**config.mk**
```make
export PLATFORM = sky130hd
export DESIGN_NAME = game_controller
export DESIGN_NICKNAME = d
export VERILOG_FILES = /design/src/rtl/game_controller.sv
export SDC_FILE = /design/constraint.sdc
export NUM_CORES = 1
export LEC_CHECK = 0
export CORE_MARGIN = 5
export CORE_UTILIZATION = 45
export CTS_CLUSTER_DIAMETER = 120
export DETAILED_ROUTE_END_ITERATION = 10
export PLACE_DENSITY = 0.69
export SYNTH_ARGS = -nofsm -noshare
export SYNTH_HDL_FRONTEND = slang
export SYNTH_SLANG_ARGS = --single-unit
```
**constraint.sdc**
```tcl
create_clock -name pclk -period 6.68 [get_ports pclk]
set_clock_uncertainty 0.15 [all_clocks]
set_input_delay 1.336 -clock pclk [delete_from_list [all_inputs] [get_ports pclk]]
set_output_delay 1.336 -clock pclk [all_outputs]
set_load 0.02 [all_outputs]
```
**src/rtl/game_controller.sv**
```systemverilog
// game_controller: sequences one round of the typing game.
// Takes decoded key events and per-frame ticks, and produces the target letter,
// the score, the countdown and the game state for the drawing/control logic.
// Everything runs on pclk. Reset is asynchronous and active-high.
// Optional build macro: STREAK_BONUS_EN. When it is defined, the block counts
// consecutive hits, awards a bonus point during a streak and adds a streak output.
module game_controller #(
    parameter int          FRAMES_PER_SEC = 60,
    parameter int          ROUND_SECONDS  = 60,
    parameter logic [4:0]  START_CODE     = 5'd27,
    parameter logic [7:0]  LFSR_SEED      = 8'hA5
) (
    input  logic       pclk,
    input  logic       reset,
    input  logic [4:0] key_code,
    input  logic       key_valid,
    input  logic       frame_tick,
    output logic [4:0] target_code,
    output logic [7:0] score,
    output logic [7:0] time_left,
    output logic [1:0] game_state,
    output logic       hit,
    output logic       miss,
    output logic       game_over
`ifdef STREAK_BONUS_EN
    ,
    output logic [2:0] streak
`endif
);

    typedef enum logic [1:0] {
        S_IDLE = 2'd0,
        S_LOAD = 2'd1,
        S_PLAY = 2'd2,
        S_OVER = 2'd3
    } state_t;

    localparam int               FC_W    = (FRAMES_PER_SEC > 1) ? $clog2(FRAMES_PER_SEC) : 1;
    localparam logic [FC_W-1:0]  FC_LAST = FC_W'(FRAMES_PER_SEC - 1);
    localparam logic [7:0]       ROUND_LEN = 8'(ROUND_SECONDS);

    state_t          state_reg;
    logic [4:0]      target_reg;
    logic [7:0]      score_reg;
    logic [7:0]      time_reg;
    logic [FC_W-1:0] frame_cnt_reg;
    logic            hit_reg;
    logic            miss_reg;
    logic            game_over_reg;
    logic [7:0]      lfsr_reg;
    logic [7:0]      lfsr_next;
    logic            lfsr_fb;
`ifdef STREAK_BONUS_EN
    logic [2:0]      streak_reg;
`endif

    // ------------------------------------------------------------------
    // Letter source: 8-bit Fibonacci LFSR, x^8+x^6+x^5+x^4+1.
    // It runs every cycle regardless of state so the letter sequence depends
    // on when the player presses keys.
    // ------------------------------------------------------------------
    assign lfsr_fb      = lfsr_reg[7] ^ lfsr_reg[5] ^ lfsr_reg[4] ^ lfsr_reg[3];
    assign lfsr_next[0] = lfsr_fb;

    genvar gi;
    generate
        for (gi = 1; gi < 8; gi++) begin : g_lfsr_shift
            assign lfsr_next[gi] = lfsr_reg[gi-1];
        end
    endgenerate

    // Advance the LFSR on every clock; only reset returns it to the seed
    always_ff @(posedge pclk or posedge reset) begin
        if (reset) begin
            lfsr_reg <= LFSR_SEED;
        end else begin
            lfsr_reg <= lfsr_next;
        end
    end

    // ------------------------------------------------------------------
    // Next-letter function: fold the low five LFSR bits into 1..26 and bump
    // by one (26 wraps to 1) so the same letter is never shown twice in a row.
    // ------------------------------------------------------------------
    logic [4:0] letter_raw;
    logic [4:0] letter_cand;
    logic [4:0] letter_next;

    // Map the LFSR into a letter that differs from the current target
    always_comb begin
        letter_raw = lfsr_reg[4:0];
        if (letter_raw >= 5'd26) begin
            letter_raw = letter_raw - 5'd26;
        end
        letter_cand = letter_raw + 5'd1;
        letter_next = letter_cand;
        if (letter_cand == target_reg) begin
            letter_next = (letter_cand == 5'd26) ? 5'd1 : letter_cand + 5'd1;
        end
    end

    // ------------------------------------------------------------------
    // Input decode
    // ------------------------------------------------------------------
    logic start_press;
    logic letter_key;
    logic is_hit;
    logic is_miss;
    logic frame_wrap;
    logic round_end;

    assign start_press = key_valid && (key_code == START_CODE);
    assign letter_key  = key_valid && (key_code != 5'd0) && (key_code <= 5'd26);
    assign is_hit      = letter_key && (key_code == target_reg);
    assign is_miss     = letter_key && (key_code != target_reg);
    assign frame_wrap  = frame_tick && (frame_cnt_reg == FC_LAST);
    assign round_end   = frame_wrap && (time_reg == 8'd1);

    // ------------------------------------------------------------------
    // Score increment, saturating at 255. During a streak of three or more
    // earlier hits the award is two points.
    // ------------------------------------------------------------------
    logic [1:0] score_step;
    logic [8:0] score_sum;
    logic [7:0] score_inc;

`ifdef STREAK_BONUS_EN
    assign score_step = (streak_reg >= 3'd3) ? 2'd2 : 2'd1;
`else
    assign score_step = 2'd1;
`endif
    assign score_sum = {1'b0, score_reg} + {7'd0, score_step};
    assign score_inc = score_sum[8] ? 8'hFF : score_sum[7:0];

    // ------------------------------------------------------------------
    // Round sequencer: all state and registered outputs in one process
    // ------------------------------------------------------------------
    always_ff @(posedge pclk or posedge reset) begin
        if (reset) begin
            state_reg     <= S_IDLE;
            target_reg    <= 5'd0;
            score_reg     <= 8'd0;
            time_reg      <= 8'd0;
            frame_cnt_reg <= '0;
            hit_reg       <= 1'b0;
            miss_reg      <= 1'b0;
            game_over_reg <= 1'b0;
`ifdef STREAK_BONUS_EN
            streak_reg    <= 3'd0;
`endif
        end else begin
            // Pulses last exactly one cycle unless re-armed below
            hit_reg  <= 1'b0;
            miss_reg <= 1'b0;

            case (state_reg)
                S_IDLE: begin
                    if (start_press) begin
                        state_reg     <= S_LOAD;
                        game_over_reg <= 1'b0;
                    end
                end

                S_LOAD: begin
                    score_reg     <= 8'd0;
                    time_reg      <= ROUND_LEN;
                    frame_cnt_reg <= '0;
                    target_reg    <= letter_next;
                    state_reg     <= S_PLAY;
                    game_over_reg <= 1'b0;
`ifdef STREAK_BONUS_EN
                    streak_reg    <= 3'd0;
`endif
                end

                S_PLAY: begin
                    if (is_hit) begin
                        hit_reg   <= 1'b1;
                        score_reg <= score_inc;
`ifdef STREAK_BONUS_EN
                        if (streak_reg != 3'd7) begin
                            streak_reg <= streak_reg + 3'd1;
                        end
`endif
                    end else if (is_miss) begin
                        miss_reg <= 1'b1;
`ifdef STREAK_BONUS_EN
                        streak_reg <= 3'd0;
`endif
                    end

                    if (frame_tick) begin
                        if (frame_wrap) begin
                            frame_cnt_reg <= '0;
                            if (time_reg == 8'd1) begin
                                time_reg      <= 8'd0;
                                state_reg     <= S_OVER;
                                game_over_reg <= 1'b1;
                            end else begin
                                time_reg <= time_reg - 8'd1;
                            end
                        end else begin
                            frame_cnt_reg <= frame_cnt_reg + 1'b1;
                        end
                    end

                    // A hit on the final tick still scores, but no new letter appears
                    if (round_end) begin
                        target_reg <= 5'd0;
                    end else if (is_hit) begin
                        target_reg <= letter_next;
                    end
                end

                S_OVER: begin
                    if (start_press) begin
                        state_reg     <= S_LOAD;
                        game_over_reg <= 1'b0;
                    end
                end

                default: begin
                    state_reg <= S_IDLE;
                end
            endcase
        end
    end

    assign target_code = target_reg;
    assign score       = score_reg;
    assign time_left   = time_reg;
    assign game_state  = state_reg;
    assign hit         = hit_reg;
    assign miss        = miss_reg;
    assign game_over   = game_over_reg;
`ifdef STREAK_BONUS_EN
    assign streak      = streak_reg;
`endif

endmodule

```
# [Yosys cells after proc, flatten, opt, wreduce, memory -nomap -nowiden]
# Cells that the tools add are included.
[totals] reg_bits=40 inputBits=9 output_inout_bits=26 elab_cells=83
[classes] n_addsub=6 n_lt_le_gt_ge=2 n_eq_ne=16 n_mux=31 bitwise_logic=3 n_reduce_logical=16
[ops] cell="$mux W8" n=5
[ops] cell="$pmux W8 S2" n=2
[ops] cell="$mux W5" n=5
[ops] cell="$mux W6" n=2
[ops] cell="$pmux W6 S2" n=1
[ops] cell="$add A5 B1 Y5 const B" n=2
[ops] cell="$eq A5 B5 Y1" n=2
[ops] cell="$eq A5 B5 Y1 const B" n=2
[ops] cell="$pmux W5 S2" n=1
[ops] cell="$add A8 B1 Y9 const B" n=1
[ops] cell="$mux W1" n=9
[ops] cell="$eq A8 B1 Y1 const B" n=1
[ops] cell="$mux W2" n=4
[ops] cell="$ne A2 B2 Y1 const B" n=4
[ops] cell="$sub A8 B1 Y8 const B" n=1
[ops] cell="$logic_and A1 B1 Y1" n=7
[ops] cell="$add A6 B1 Y6 const B" n=1
[ops] cell="$eq A6 B6 Y1 const B" n=1
[ops] cell="$pmux W2 S3" n=1
[ops] cell="$reduce_and A2 Y1" n=3
[ops] cell="$ge A5 B5 Y1 const B" n=1
[ops] cell="$le A5 B5 Y1 const B" n=1
[ops] cell="$ne A5 B5 Y1" n=1
[ops] cell="$reduce_bool A5 Y1" n=1
[ops] cell="12 further kinds" n=15

# [Longest topological paths before layout]
[logic_depth] depth_word=9 depth_mapped=11 ltp_nobuf=10

# [Worst setup path after synthesis]
# No wires, ideal clock.
[synth_timing] path_type="input-to-reg" startpoint="in key_code[0]" endpoint="reg target_reg[1] (netlist: target_code[1])" setup_time_ps=134 arrival_ps=2807 required_ps=6396 setup_slack_ps=3589 stages=7 path_buffers=0 cell_sequence="or4_1 o221ai_1 nor3_1 o21ai_1 nor2_1 a41oi_1 o31ai_1"
[synth_via] elab_chain_cells=6 elab_cells_between_ends=8 classes_between="order compare (1); eq/ne (2); reduce/logical (5)"
[synth_rtl] element="start, declared" line="15" source="input logic [4:0] key_code,"
[synth_rtl] element="parallel branches: the longest is 3 deep, another holds $le A5 B5 Y1"
[synth_rtl] element="$logic_and A1 B1 Y1 *" line="114" source="assign is_hit = letter_key && (key_code == target_reg);"
[synth_rtl] element="$ne A3 B3 Y1 (no source line) *"
[synth_rtl] element="$reduce_and A2 Y1 (no source line) *"
[synth_rtl] element="end signal, assigned" line="168" source="target_reg <= letter_next;"
[synth_rtl] element="end signal, assigned" line="211" source="target_reg <= letter_next;"
[synth_rtl] element="end, declared" line="43" source="logic [4:0] target_reg;"
# Mark *: on every way between the ends.
# A chain may end at the register's enable or synchronous reset.

# [Worst setup path in the final report]
# Ends and elaborated chain as after synthesis.

==> results.md <==
* Final worst slack at about 3100 ps
* Vias after detailed routing at roughly 2000
* Setup TNS at 0 ps
* Synth Flop Type: sky130_fd_sc_hd__dfrtp_1
* Minimum period implied by the final worst setup slack at between 3000 and 4000 ps
* Placeable core region at between 5000 and 6000 sq um
* First-pass GRT wire length at 8750 microns
* Starting Density at a little under half
* Number of enable-type register cells in the synthesized netlist at 0
* Area growth from synthesis to layout at 22.1%
* Number of storage elements in the synthesis netlist at 40
* # resized after CTS at 0
* Num CTS Buffers at 5
* Synth async-reset ratio at 100%
* Number of cells in the finished layout apart from fillers at 364
* Post-synthesis instance area at approximately 2400 sq um
* FMAX at about 280 MHz
* Die footprint at ~6900 sq um
* Antenna violations before repair at 0
* Category of the critical setup timing path: input port to flop
* Max IR drop VDD at about 0.00013 V
* Worst hold slack at ~200 ps
* Unrepaired setup endpoints after global routing: false
* Worst min path class: flop to flop
* Clock Sinks at 40
* ANT nets after route at 0
* TritonCTS clock tree: built
* DR DRC count at 0
* Placement Setup Slack at 2780 ps
* Share of layout cells above drive strength 1 at 8.16%
* Final core utilization at 57.3%
* Source-to-sink clock delay at the later pin of the worst-skew pair at around 280 ps
* Maxcap violations at 0
* Width of the chip at 83.2 microns
* Standard-cell row count at 26
* Largest net degree at the start of global routing at a little over 40
* IO Count at 35
* Max Transition Viols Final at 0
* Storage cell area at 1010 sq um
* Ordered cell list for the critical path: clkdlybuf4s50_1 > or4_1 > o221ai_1 > nor3_1 > buf_4 > o21ai_1 > nor2_1 > a41oi_1 > o31ai_1
* Final setup violation count at 0
* Run status: complete, no violations
* Number of buffers inserted by post-CTS setup repair at 0
* Avg Vias per Cell at 5.59
* Clock Path Buffers at 2
* CP max-delay cell: sky130_fd_sc_hd__or4_1
* Largest stage delay on the critical path at 540 ps
* Critical path capture point type: flop
* Total detailed-routing wirelength at about 5200 microns
* HPWL Detailed at 3910 microns
* Final hold violations at 0
* Net count after synthesis at 276
* Number of DRC markers after the initial detailed-route iteration at around 120
* Average routed wire per standard cell at ~14 microns
* Worst setup SP type: input port
* Arrival time of data at the critical path endpoint at around 3600 ps
* Standby leakage power at about 1.2 nW
* Final nets at 313
* Number of cells in the design after placement at ~360
* Slew @ Worst Pin at between 800 and 900 ps
* Headroom to the max-slew limit at 41.2%
* Multi-input combinational cell area at ~1300 sq um
* Avg Synthesized Cell Area at roughly 9.4 sq um
* Number of hold-repair buffers added at the cts stage at 0
* CTS H-tree depth at 2
* CP Data Required Time at ~6700 ps
* Global-route usage over all layers at about 15%
* Number of library cell types mapped by synthesis at 59
* Number of warning messages in the yosys log at 0
* Die Height at about 83 microns
* Worst Path Max Fanout at 13
* N_diodes at 0
* Vias in the first global route at about 1900
* Number of I/O port buffers at 34
* Clock-pin slew reported for the worst setup and hold paths after clock tree synthesis at roughly 70 ps
* Sequential fraction of the synthesis area at between 40% and 50%
* Detailed Routing Iterations Pass 1 at 4
* Clock Root Buffer: sky130_fd_sc_hd__clkbuf_8
* Layout fillers at 494
* Share of the clock period used by the worst path at a little over half
* Gate Count Post-Synth at around 260
* Final global-route overflow total at 0
* Gpl congestion at ~0.82
* Power density over the cells at 277 nW/um^2
final cells by class:
type,count,share of cell area (%)
multi-input cells,197,44.8
well taps,70,2.98
clock buffers,7,3.27
repair buffers,36,12.1
clock inverters,1,1.02
flip-flops and latches,40,34.2
inverters,13,1.66
layer usage:
metal	wire length [microns]	up-vias	GRT usage (%)
li1	-	1003	-
met1	2350	985	19.2
met2	2540	44	25.7
met3	232	4	3.37
met4	46	0	4.90
met5	0	-	0
cells by family after synthesis:
family                   count (synthesis)  synth area share, %
AO/OA/AOI/OAI                           51                 14.4
XOR/XNOR                                21                 8.26
multiplexers                             6                 2.60
AND/OR/NAND/NOR                        108                 23.8
buffers and inverters                   19                 3.53
adder cells (fa/ha/maj)                 11                 5.71
flip-flops                              40                 41.7
Yosys cell counts (2+ instances only):
library cell / n / area, sq um
sky130_fd_sc_hd__nand2_1: 26 / 97.6
sky130_fd_sc_hd__dfrtp_1: 36 / 901
sky130_fd_sc_hd__nor4_1: 4 / 25.0
sky130_fd_sc_hd__nor3_1: 7 / 35.0
sky130_fd_sc_hd__inv_1: 12 / 45.0
sky130_fd_sc_hd__o21ai_1: 4 / 20.0
sky130_fd_sc_hd__or4_1: 4 / 30.0
sky130_fd_sc_hd__clkbuf_1: 2 / 7.51
sky130_fd_sc_hd__nand4b_1: 2 / 17.5
sky130_fd_sc_hd__nor2_1: 18 / 67.6
sky130_fd_sc_hd__o31ai_1: 4 / 30.0
sky130_fd_sc_hd__and2_0: 2 / 12.5
sky130_fd_sc_hd__or3_1: 5 / 31.3
sky130_fd_sc_hd__a211o_1: 2 / 17.5
sky130_fd_sc_hd__nand4_1: 8 / 50.1
sky130_fd_sc_hd__o21ai_0: 12 / 60.1
sky130_fd_sc_hd__ha_1: 11 / 138
sky130_fd_sc_hd__nand3_1: 12 / 60.1
sky130_fd_sc_hd__and3_1: 4 / 25.0
sky130_fd_sc_hd__o21a_1: 2 / 15.0
sky130_fd_sc_hd__mux2i_1: 4 / 40.0
sky130_fd_sc_hd__dfstp_2: 4 / 105
sky130_fd_sc_hd__buf_2: 2 / 10.0
sky130_fd_sc_hd__nor3b_1: 2 / 15.0
sky130_fd_sc_hd__o311ai_1: 2 / 17.5
sky130_fd_sc_hd__a21oi_1: 10 / 50.1
sky130_fd_sc_hd__a211oi_1: 2 / 15.0
sky130_fd_sc_hd__xnor2_1: 11 / 96.3
sky130_fd_sc_hd__xor2_1: 9 / 78.8
sky130_fd_sc_hd__nand2b_1: 4 / 25.0
power breakdown:
| group | switching (W) | internal (W) |
|---|---|---|
| Combinational | 0.000133 | 0.000126 |
| Sequential | 0.0000568 | 0.000286 |
| Clock | 0.0000811 | 0.000132 |
| Total | 0.000271 | 0.000544 |
placed cells by master, fill, tap and decap left out, types with 7 or more instances in the layout:
cell / n
sky130_fd_sc_hd__clkdlybuf4s50_1: 34
sky130_fd_sc_hd__dfrtp_1: 36
sky130_fd_sc_hd__xnor2_1: 11
sky130_fd_sc_hd__nand4_1: 8
sky130_fd_sc_hd__clkbuf_8: 7
sky130_fd_sc_hd__nor3_1: 7
sky130_fd_sc_hd__inv_1: 12
sky130_fd_sc_hd__ha_1: 11
sky130_fd_sc_hd__nand2_1: 26
sky130_fd_sc_hd__nand3_1: 12
sky130_fd_sc_hd__o21ai_0: 12
sky130_fd_sc_hd__a21oi_1: 10
sky130_fd_sc_hd__nor2_1: 18
sky130_fd_sc_hd__xor2_1: 9
worst max-delay path, delay by kind of cell:
family                 cells  cell delay, ps
AO/OA/AOI/OAI              4             930
buffers and inverters      2             660
AND/OR/NAND/NOR            3             690
per-stage QoR:
| stage | instance area [sq um] | power [W] |
|---|---|---|
| 4_1_cts | 2940 | 0.000824 |
| 2_1_floorplan | 2410 | 0.000500 |
| 6_report | 2940 | 0.000816 |
| 5_1_grt | 2940 | 0.000866 |
| 3_3_place_gp | 2820 | 0.000604 |
| 3_5_place_dp | 2820 | 0.000609 |
path summary, 6_finish.rpt:
path	from	to	slack, ps	cells past startpoint
setup / recovery	key_code[0]	target_code[1]	3060	9
hold reg to reg	lfsr_reg[6]	lfsr_reg[7]	210	0
hold / removal	lfsr_reg[6]	lfsr_reg[7]	210	0
setup reg to reg	lfsr_reg[2]	target_code[0]	3420	10
max in group asynchronous	reset	lfsr_reg[0]	4710	3
min in group asynchronous	reset	lfsr_reg[6]	1310	3
No activity file was read; power rests on OpenSTA's default activity.
